===== config.mk =====
export PLATFORM = sky130hd
export DESIGN_NAME = count_mod10
export DESIGN_NICKNAME = d
export VERILOG_FILES = /design/src/rtl/count_mod10.sv
export SDC_FILE = /design/constraint.sdc
export NUM_CORES = 1
export LEC_CHECK = 0
export ABC_AREA = 1
export CAP_MARGIN = 10
export CORE_AREA = 8 8 45 47
export DETAILED_ROUTE_END_ITERATION = 8
export DIE_AREA = 0 0 53 55
export HOLD_SLACK_MARGIN = 0.03
export PLACE_DENSITY = 0.58
export SLEW_MARGIN = 5
export SYNTH_ARGS = -nofsm -noshare
export SYNTH_HDL_FRONTEND = slang
export SYNTH_SLANG_ARGS = --single-unit
export TNS_END_PERCENT = 30

===== constraint.sdc =====
create_clock -name clock -period 1.2 [get_ports clock]
set_input_delay 0.12 -clock clock [delete_from_list [all_inputs] [get_ports clock]]
set_output_delay 0.12 -clock clock [all_outputs]
set_load 0.01 [all_outputs]

===== src/rtl/count_mod10.sv =====
// Modulo-10 up/down counter with synchronous parallel load.
// Priority per edge is reset, then load, then count.
module count_mod10 (
    input  logic       clock,
    input  logic       reset,
    input  logic       mode,
    input  logic       load,
    input  logic [3:0] data_in,
    output logic [3:0] data_out
);
    logic [3:0] count_q;
    logic [3:0] count_d;

    always_comb begin
        count_d = count_q;
        if (load) begin
            // Out-of-range load values clamp to zero so the count stays in 0..9.
            count_d = (data_in > 4'd9) ? 4'd0 : data_in;
        end else if (mode) begin
            count_d = (count_q == 4'd9) ? 4'd0 : count_q + 4'd1;
        end else begin
            count_d = (count_q == 4'd0) ? 4'd9 : count_q - 4'd1;
        end
    end

    always_ff @(posedge clock) begin
        if (reset) begin
            count_q <= 4'd0;
        end else begin
            count_q <= count_d;
        end
    end

    assign data_out = count_q;
endmodule


# Word level (Yosys, flattened, before mapping)
# Cells that the tools add are included.
# W data, S select, Z words.
[word_totals]
input_bits = 8
latchBits = 0
elab_cells = 11
register_bits = 4
romBits = 0
ram_bits = 0
n_memories = 0
output_inout_bits = 4
[classes]
n_reduce_logical = 1
n_shift = 0
multipliers = 0
add_sub_neg = 2
bitwise = 0
n_lt_le_gt_ge = 1
eq_ne = 1
n_div = 0
mux = 5
[op_table]
columns = ["operator", "n"]
rows = [
  ["$mux W4", 5],
  ["$add A4 B1 Y4 const B", 1],
  ["$eq A4 B4 Y1 const B", 1],
  ["$gt A4 B4 Y1 const B", 1],
  ["$logic_not A4 Y1", 1],
  ["$sub A4 B1 Y4 const B", 1],
]

# Depth between registers and ports, before layout
# Gate-level depths: netlist (run 1).
[depth]
ltp_word = 4
depth_mapped = 9
ltp_nobuf = 8

# Worst setup path before layout (run 1)
# Ideal clock, no wire load.
[synth_path]
kind = "reg2reg"
from = "register count_q[0] (netlist: data_out[0])"
to = "register count_q[3] (netlist: data_out[3])"
path_buffers = 1
arrival_ns = 0.898
stages_incl_launch_ff = 9
setup_slack_ns = 0.188
synth_period_minus_slack_ns = 1.012
setup_ns = 0.114
required_ns = 1.086
cell_sequence = "dfxtp_1 > buf_6 > nand3_1 > nand2_1 > nand2_1 > nand2_1 > nand2_1 > nand2_1 > a21oi_2"
[synth_between]
elab_chain_cells = 4
elab_cells_between_ends = 8
cone_classes = "add/sub: 2; eq/ne: 1; mux: 4; reduce/logical: 1"
[synth_lines]
columns = ["item", "line_no", "text"]
rows = [
  ["start: declaration", "11", "logic [3:0] count_q;"],
  ["start signal: assignment", "30", "count_q <= count_d;"],
  ["$sub A4 B1 Y4, or another cell as far along", "22", "count_d = (count_q == 4'd0) ? 4'd9 : count_q - 4'd1;"],
  ["$mux W4 (on tied branches)", "22, 20", ""],
  ["$mux W4 (*)", "19", "end else if (mode) begin"],
  ["$mux W4 (*)", "16", "if (load) begin"],
]
# Every way passes the cells marked *; elsewhere a longest branch is shown, timed or not.
# A chain may end at the register's enable or synchronous reset.

# Final worst setup path (run 1)
[layout_path]
from = "register count_q[3] (netlist: data_out[3])"
to = "output data_out[3]"
[layout_lines]
columns = ["item", "line_no", "text"]
rows = [
  ["end: declaration", "9", "output logic [3:0] data_out"],
]
# No word-level cell between the ends.

==> results of run 1 <==
[final cells by class]
type                            instances  share of cell area [%]
Sequential cell                         4                   17.20
Timing Repair Buffer                   13                   25.81
Multi-Input combinational cell         40                   41.40
Tap cell                               16                   4.301
Inverter                                8                   6.452
Clock buffer                            3                   4.839
[power by group]
group	switching, mW	internal (mW)	total, mW
combinational	0.0682	0.0672	0.135
clock	0.0510	0.112	0.163
sequential	0.00866	0.144	0.153
[through the flow]
step,cell area [sq um],total power [mW],utilization (%),hold WS (ps)
2_1_floorplan,325.3,0.2418,-,182.4
3_3_place_gp,447.9,0.2989,32.37,683.1
3_5_place_dp,447.9,0.2990,32.37,691.4
4_1_cts,465.4,0.4616,33.63,521.8
5_1_grt,465.4,0.4885,33.63,537.6
6_report,465.4,0.4505,33.63,523.2
[worst paths after layout]
kind | depth (start not counted) | slack, ps | from | to
setup / recovery | 1 | 140 | data_out[3]$_SDFF_PP0_ | data_out[3]
setup reg to reg | 7 | 140 | data_out[1]$_SDFF_PP0_ | data_out[1]$_SDFF_PP0_
hold reg to reg | 5 | 700 | data_out[3]$_SDFF_PP0_ | data_out[1]$_SDFF_PP0_
hold / removal | 3 | 520 | data_in[0] | data_out[0]$_SDFF_PP0_
[worst register-to-register path, stage by stage (launching register included)]
cell     delay (ps)
dfxtp_1         300
buf_4           160
xnor2_1         190
nor2_1           60
o21ai_1          70
nand3_1          80
nand2_1          70
inv_1            40
[synthesized netlist by cell type, drive strengths merged]
master  instances  area share, %
a21oi           3            5.8
nand2          17             20
o211ai          1            2.3
inv             8            9.2
nand4           1            1.9
o21ai           2            3.1
xnor2           1            2.7
or2             1            1.9
nor2            6            9.2
a31oi           1            1.9
nand3           7             11
dfxtp           4             25
buf             2            6.9
[kinds of logic after synthesis]
| logic type | after synthesis |
|---|---|
| simple gates | 32 |
| buf+inv | 10 |
| compound gates | 7 |
| flops | 4 |
| xor+xnor | 1 |
[metal layers]
metal  wire length (um)  vias up  global-route usage, %
met5                  0        -                      0
met4                 17        0                  5.172
met3                 31        2                  1.604
met2                334       11                  10.35
met1                350      157                  6.818
li1                   -      199                      -
==> flow_summary.toml, run 1 <==
[run_status]
outcome = "finished, final reports clean"

[global_route]
overflow = 0
antenna_found_initial = 0
grt_max_degree = 8
grt_pass1_wl_um = 1373
track_usage_pct = 6.332
grt_pass1_vias = 369

[sta]
clock_skew_ps = 0.1947
fin_setup_tns_ps = 0
fin_crit_sh_pct = 88.66
hold_viol = 0
tightestPinTransition_ps = 202.7
period_needed_ps = 1064
grt_setup_unrepaired = "false"
max_freq_mhz = 939.9
max-slew-margin-rel_pct = 86.47
setup_viol = 0
fin_ws_ps = 136.1
maxSlewViolCount = 0

[flow_run]
maxCapViolCount = 0

[synthesis]
avgSynthCellArea_sq_um = 6.024
synth_xor_area_share_pct = 2.692
ys_seq_elements = 4
synth_compound_area_share_pct = 13.08
synth-simple-area-share_pct = 43.46
synth_top_family_by_area = "simple AND/OR/NAND/NOR gates"
netlist_area_sq_um = 325.3
synthMuxAreaShare_pct = 0
ys_seq_area_share_pct = 24.62
yosysWarnings = 0
ys_types = 17
syn_nets = 62
netlist_instances = 54
synth-adder-area-share_pct = 0

[worst_setup_path]
crit_chain = "dlygate4sd2_1"
cp-start-kind = "flop"
worstPathArrival_ps = 940
crit_family = "flip-flops"
critPathMaxStageDelay_ps = 410
end_kind = "output pin"
path_max_fanout = 6
path_buf_inv = 1
required_ps = 1080
cp_slowest_cell = "dfxtp_1"
critPathKind = "reg -> out"

[clock_network]
cts_root_buf = "clkbuf_4"
path_clk_slew_ps = 30
h-tree-depth = 1
clk_latency_ps = 230
post_cts_buffers = 0
clock_sinks = 4
ctsResizeCount = 4
cts_hold_buf = 0
cts.path.max_buffers = 2
cts_tree = "built"
cts_inserted_buffers = 3

[floorplanning]
die_h_um = 55
core_region_area_sq_um = 1384
die_area_sq_um = 2915
std_cell_rows = 14
die_w_um = 53
start_util_pct = 23.51
num_io_pins = 12

[pwr]
p_leak_nw = 0.2327
powerDensity_nw_per_um2 = 967.9
ir_worst_vdd_mv = 0.4288

[final_layout]
mostFrequentLayoutCells = "nand2_1 (17), nand3_1 (7), inv_1 (7), clkdlybuf4s50_1 (7), nor2_1 (5)"
final_common_cell = "nand2_1"
regArea_sq_um = 80.08
drive_above_1_share_pct = 13.24
final_cells = 84
largest_register_ffs = 4
syn_to_final_growth_pct = 43.08
fill_cells = 164
multiInputGateArea_sq_um = 192.7
final_nets = 78
antenna_cells = 0

[drt]
dr.pass1.iters = 3
wl_per_cell_um = 8.738
routed_wl_um = 734
vias = 369
drt_iter0_drc = 3
postRouteAntennaNets = 0
via_per_inst = 4.393
drc_errors = 0

[placed_design]
io_buffers = 11
place_inst = 81
place.gp.congestion = 0.7202
place_hpwl_um = 642.6
detailedPlace.worstSlack_ps = 11.87

[min_path]
worst_hold_path_type = "in -> reg"
Power figures use the tool's default switching activity.
==> inputs of run 2 (changes only) <==
--- a/config.mk
+++ b/config.mk
@@ -12,6 +12,7 @@
 export DIE_AREA = 0 0 53 55
 export HOLD_SLACK_MARGIN = 0.03
 export PLACE_DENSITY = 0.58
+export SKIP_CTS_REPAIR_TIMING = 1
 export SLEW_MARGIN = 5
 export SYNTH_ARGS = -nofsm -noshare
 export SYNTH_HDL_FRONTEND = slang
==> constraint.sdc (replaced) <==
create_clock -name clock -period 1 [get_ports clock]
set_input_delay 0.1 -clock clock [delete_from_list [all_inputs] [get_ports clock]]
set_output_delay 0.1 -clock clock [all_outputs]
set_load 0.01 [all_outputs]
==> run 2 against run 1 <==
Against the previous run:
- the run now ends with setup timing left
- cell count rose by 2.4%
- sequential share of layout area fell by 0.37 points
- cell area rose by 8.6%
- largest cell class unchanged
==> flow_summary.toml, run 2 (synthesis gave the netlist of run 1 again) <==
[run_status]
outcome = "finished, violations left"
violations = "setup timing"

[sta]
max_freq_mhz = 929.3
hold_viol = 0
hold_ws_ps = 497.6
fin_crit_sh_pct = 107.6
tightestPinTransition_ps = 185.8
clock_skew_ps = 2.799
period_needed_ps = 1076
maxSlewViolCount = 0
grt_setup_unrepaired = "true"
fin_ws_ps = -76.07
setup_viol = 2
max-slew-margin-rel_pct = 87.58

[floorplanning]
std_cell_rows = 14
num_io_pins = 12
die_area_sq_um = 2915
die_h_um = 55
start_util_pct = 23.51
die_w_um = 53
core_region_area_sq_um = 1384

[global_route]
track_usage_pct = 6.714
antenna_found_initial = 0
grt_pass1_wl_um = 1421
grt_pass1_vias = 384
overflow = 0
grt_max_degree = 9

[pwr]
fin_total_pwr_mw = 0.5561
clockPowerShare_pct = 34.9
power_frac_comb_pct = 30.5
p_seq_share_pct = 34.6
p_int_mw = 0.3998
p_leak_nw = 0.2911
p_switching_mw = 0.1563
netSwitchingFraction_pct = 28.11
powerDensity_nw_per_um2 = 1100
ir_worst_vdd_mv = 0.5146

[clock_network]
h-tree-depth = 1
cts_inserted_buffers = 3
cts_root_buf = "clkbuf_4"
cts_tree = "built"
path_clk_slew_ps = 40
clk_latency_ps = 230
clock_sinks = 4
cts.path.max_buffers = 2

[drt]
postRouteAntennaNets = 0
dr.pass1.iters = 4
wl_per_cell_um = 9.093
via_per_inst = 4.372
drt_iter0_drc = 2
drc_errors = 0
vias = 376
routed_wl_um = 782

[placed_design]
detailedPlace.worstSlack_ps = -178.6
place.gp.congestion = 0.7104
place_hpwl_um = 667.5
io_buffers = 11

[final_layout]
largest_register_ffs = 4
final_nets = 80
syn_to_final_growth_pct = 55.38
drive_above_1_share_pct = 20.00
mostFrequentLayoutCells = "nand2_1 (17), inv_1 (7), clkdlybuf4s50_1 (7)"
antenna_cells = 0
utilization_pct = 36.53
final_common_cell = "nand2_1"

[flow_run]
maxCapViolCount = 0

[worst_setup_path]
end_kind = "flop"
cp-start-kind = "flop"
critPathKind = "reg -> reg"
required_ps = 1170
worstPathArrival_ps = 1240
path_max_fanout = 8

[min_path]
worst_hold_path_type = "in -> reg"
-- run 2: critical path: stages (launching register included) --
cell	delay, ps
dfxtp_4	360
buf_4	140
nor2_4	120
nand2_1	60
nand2_1	50
nand3_1	60
nand2_1	70
nand2_1	60
a21oi_2	100
-- run 2: power groups by stage --
stage                     Clock, mW  Sequential, mW  Combinational (mW)
final                         0.194           0.192               0.170
after global routing          0.216           0.196               0.193
after CTS                     0.206           0.194               0.173
after detailed placement          0           0.196               0.172
after global placement            0           0.196               0.172
after floorplan                   0           0.192              0.0992
-- run 2: worst paths after layout --
check	end	cells after the start	startpoint	slack [ps]
max	data_out[3]$_SDFF_PP0_	8	data_out[1]$_SDFF_PP0_	-80
min reg2reg	data_out[0]$_SDFF_PP0_	3	data_out[0]$_SDFF_PP0_	610
min	data_out[0]$_SDFF_PP0_	3	data_in[0]	500
max reg2reg	data_out[3]$_SDFF_PP0_	8	data_out[1]$_SDFF_PP0_	-80
-- run 2: metrics by stage --
step / std cells / area [sq um] / setup TNS [ps]
after floorplan: 54 / 327.8 / 0
after global routing: 86 / 505.5 / -414.8
after CTS: 86 / 488.0 / -1350
after detailed placement: 83 / 465.4 / -591.4
final: 86 / 505.5 / -141.8
after global placement: 83 / 465.4 / -527.5
-- run 2: cell type report --
type                       instances  area [sq um]
fill                             152         878.3
multi-input combinational         40         197.7
timing repair buffer              15         150.1
sequential                         4         85.08
inverter                           8         30.03
clock buffer                       3         22.52
tap                               16         20.02
-- run 2: metal layers --
layer / vias up / global-route usage, % / wire [um]
li1: 203 / - / -
met1: 162 / 6.515 / 340
met2: 11 / 11.13 / 399
met3: 0 / 2.139 / 41
met4: 0 / 6.466 / 0
met5: - / 0 / 0
==> inputs of run 3 (changes only) <==
--- a/config.mk
+++ b/config.mk
@@ -6,7 +6,6 @@
 export NUM_CORES = 1
 export LEC_CHECK = 0
 export ABC_AREA = 1
-export CAP_MARGIN = 10
 export CORE_AREA = 8 8 45 47
 export DETAILED_ROUTE_END_ITERATION = 8
 export DIE_AREA = 0 0 53 55
==> results of run 3 <==
Same layout as run 2: the final DEF is identical, and so are final timing and power.
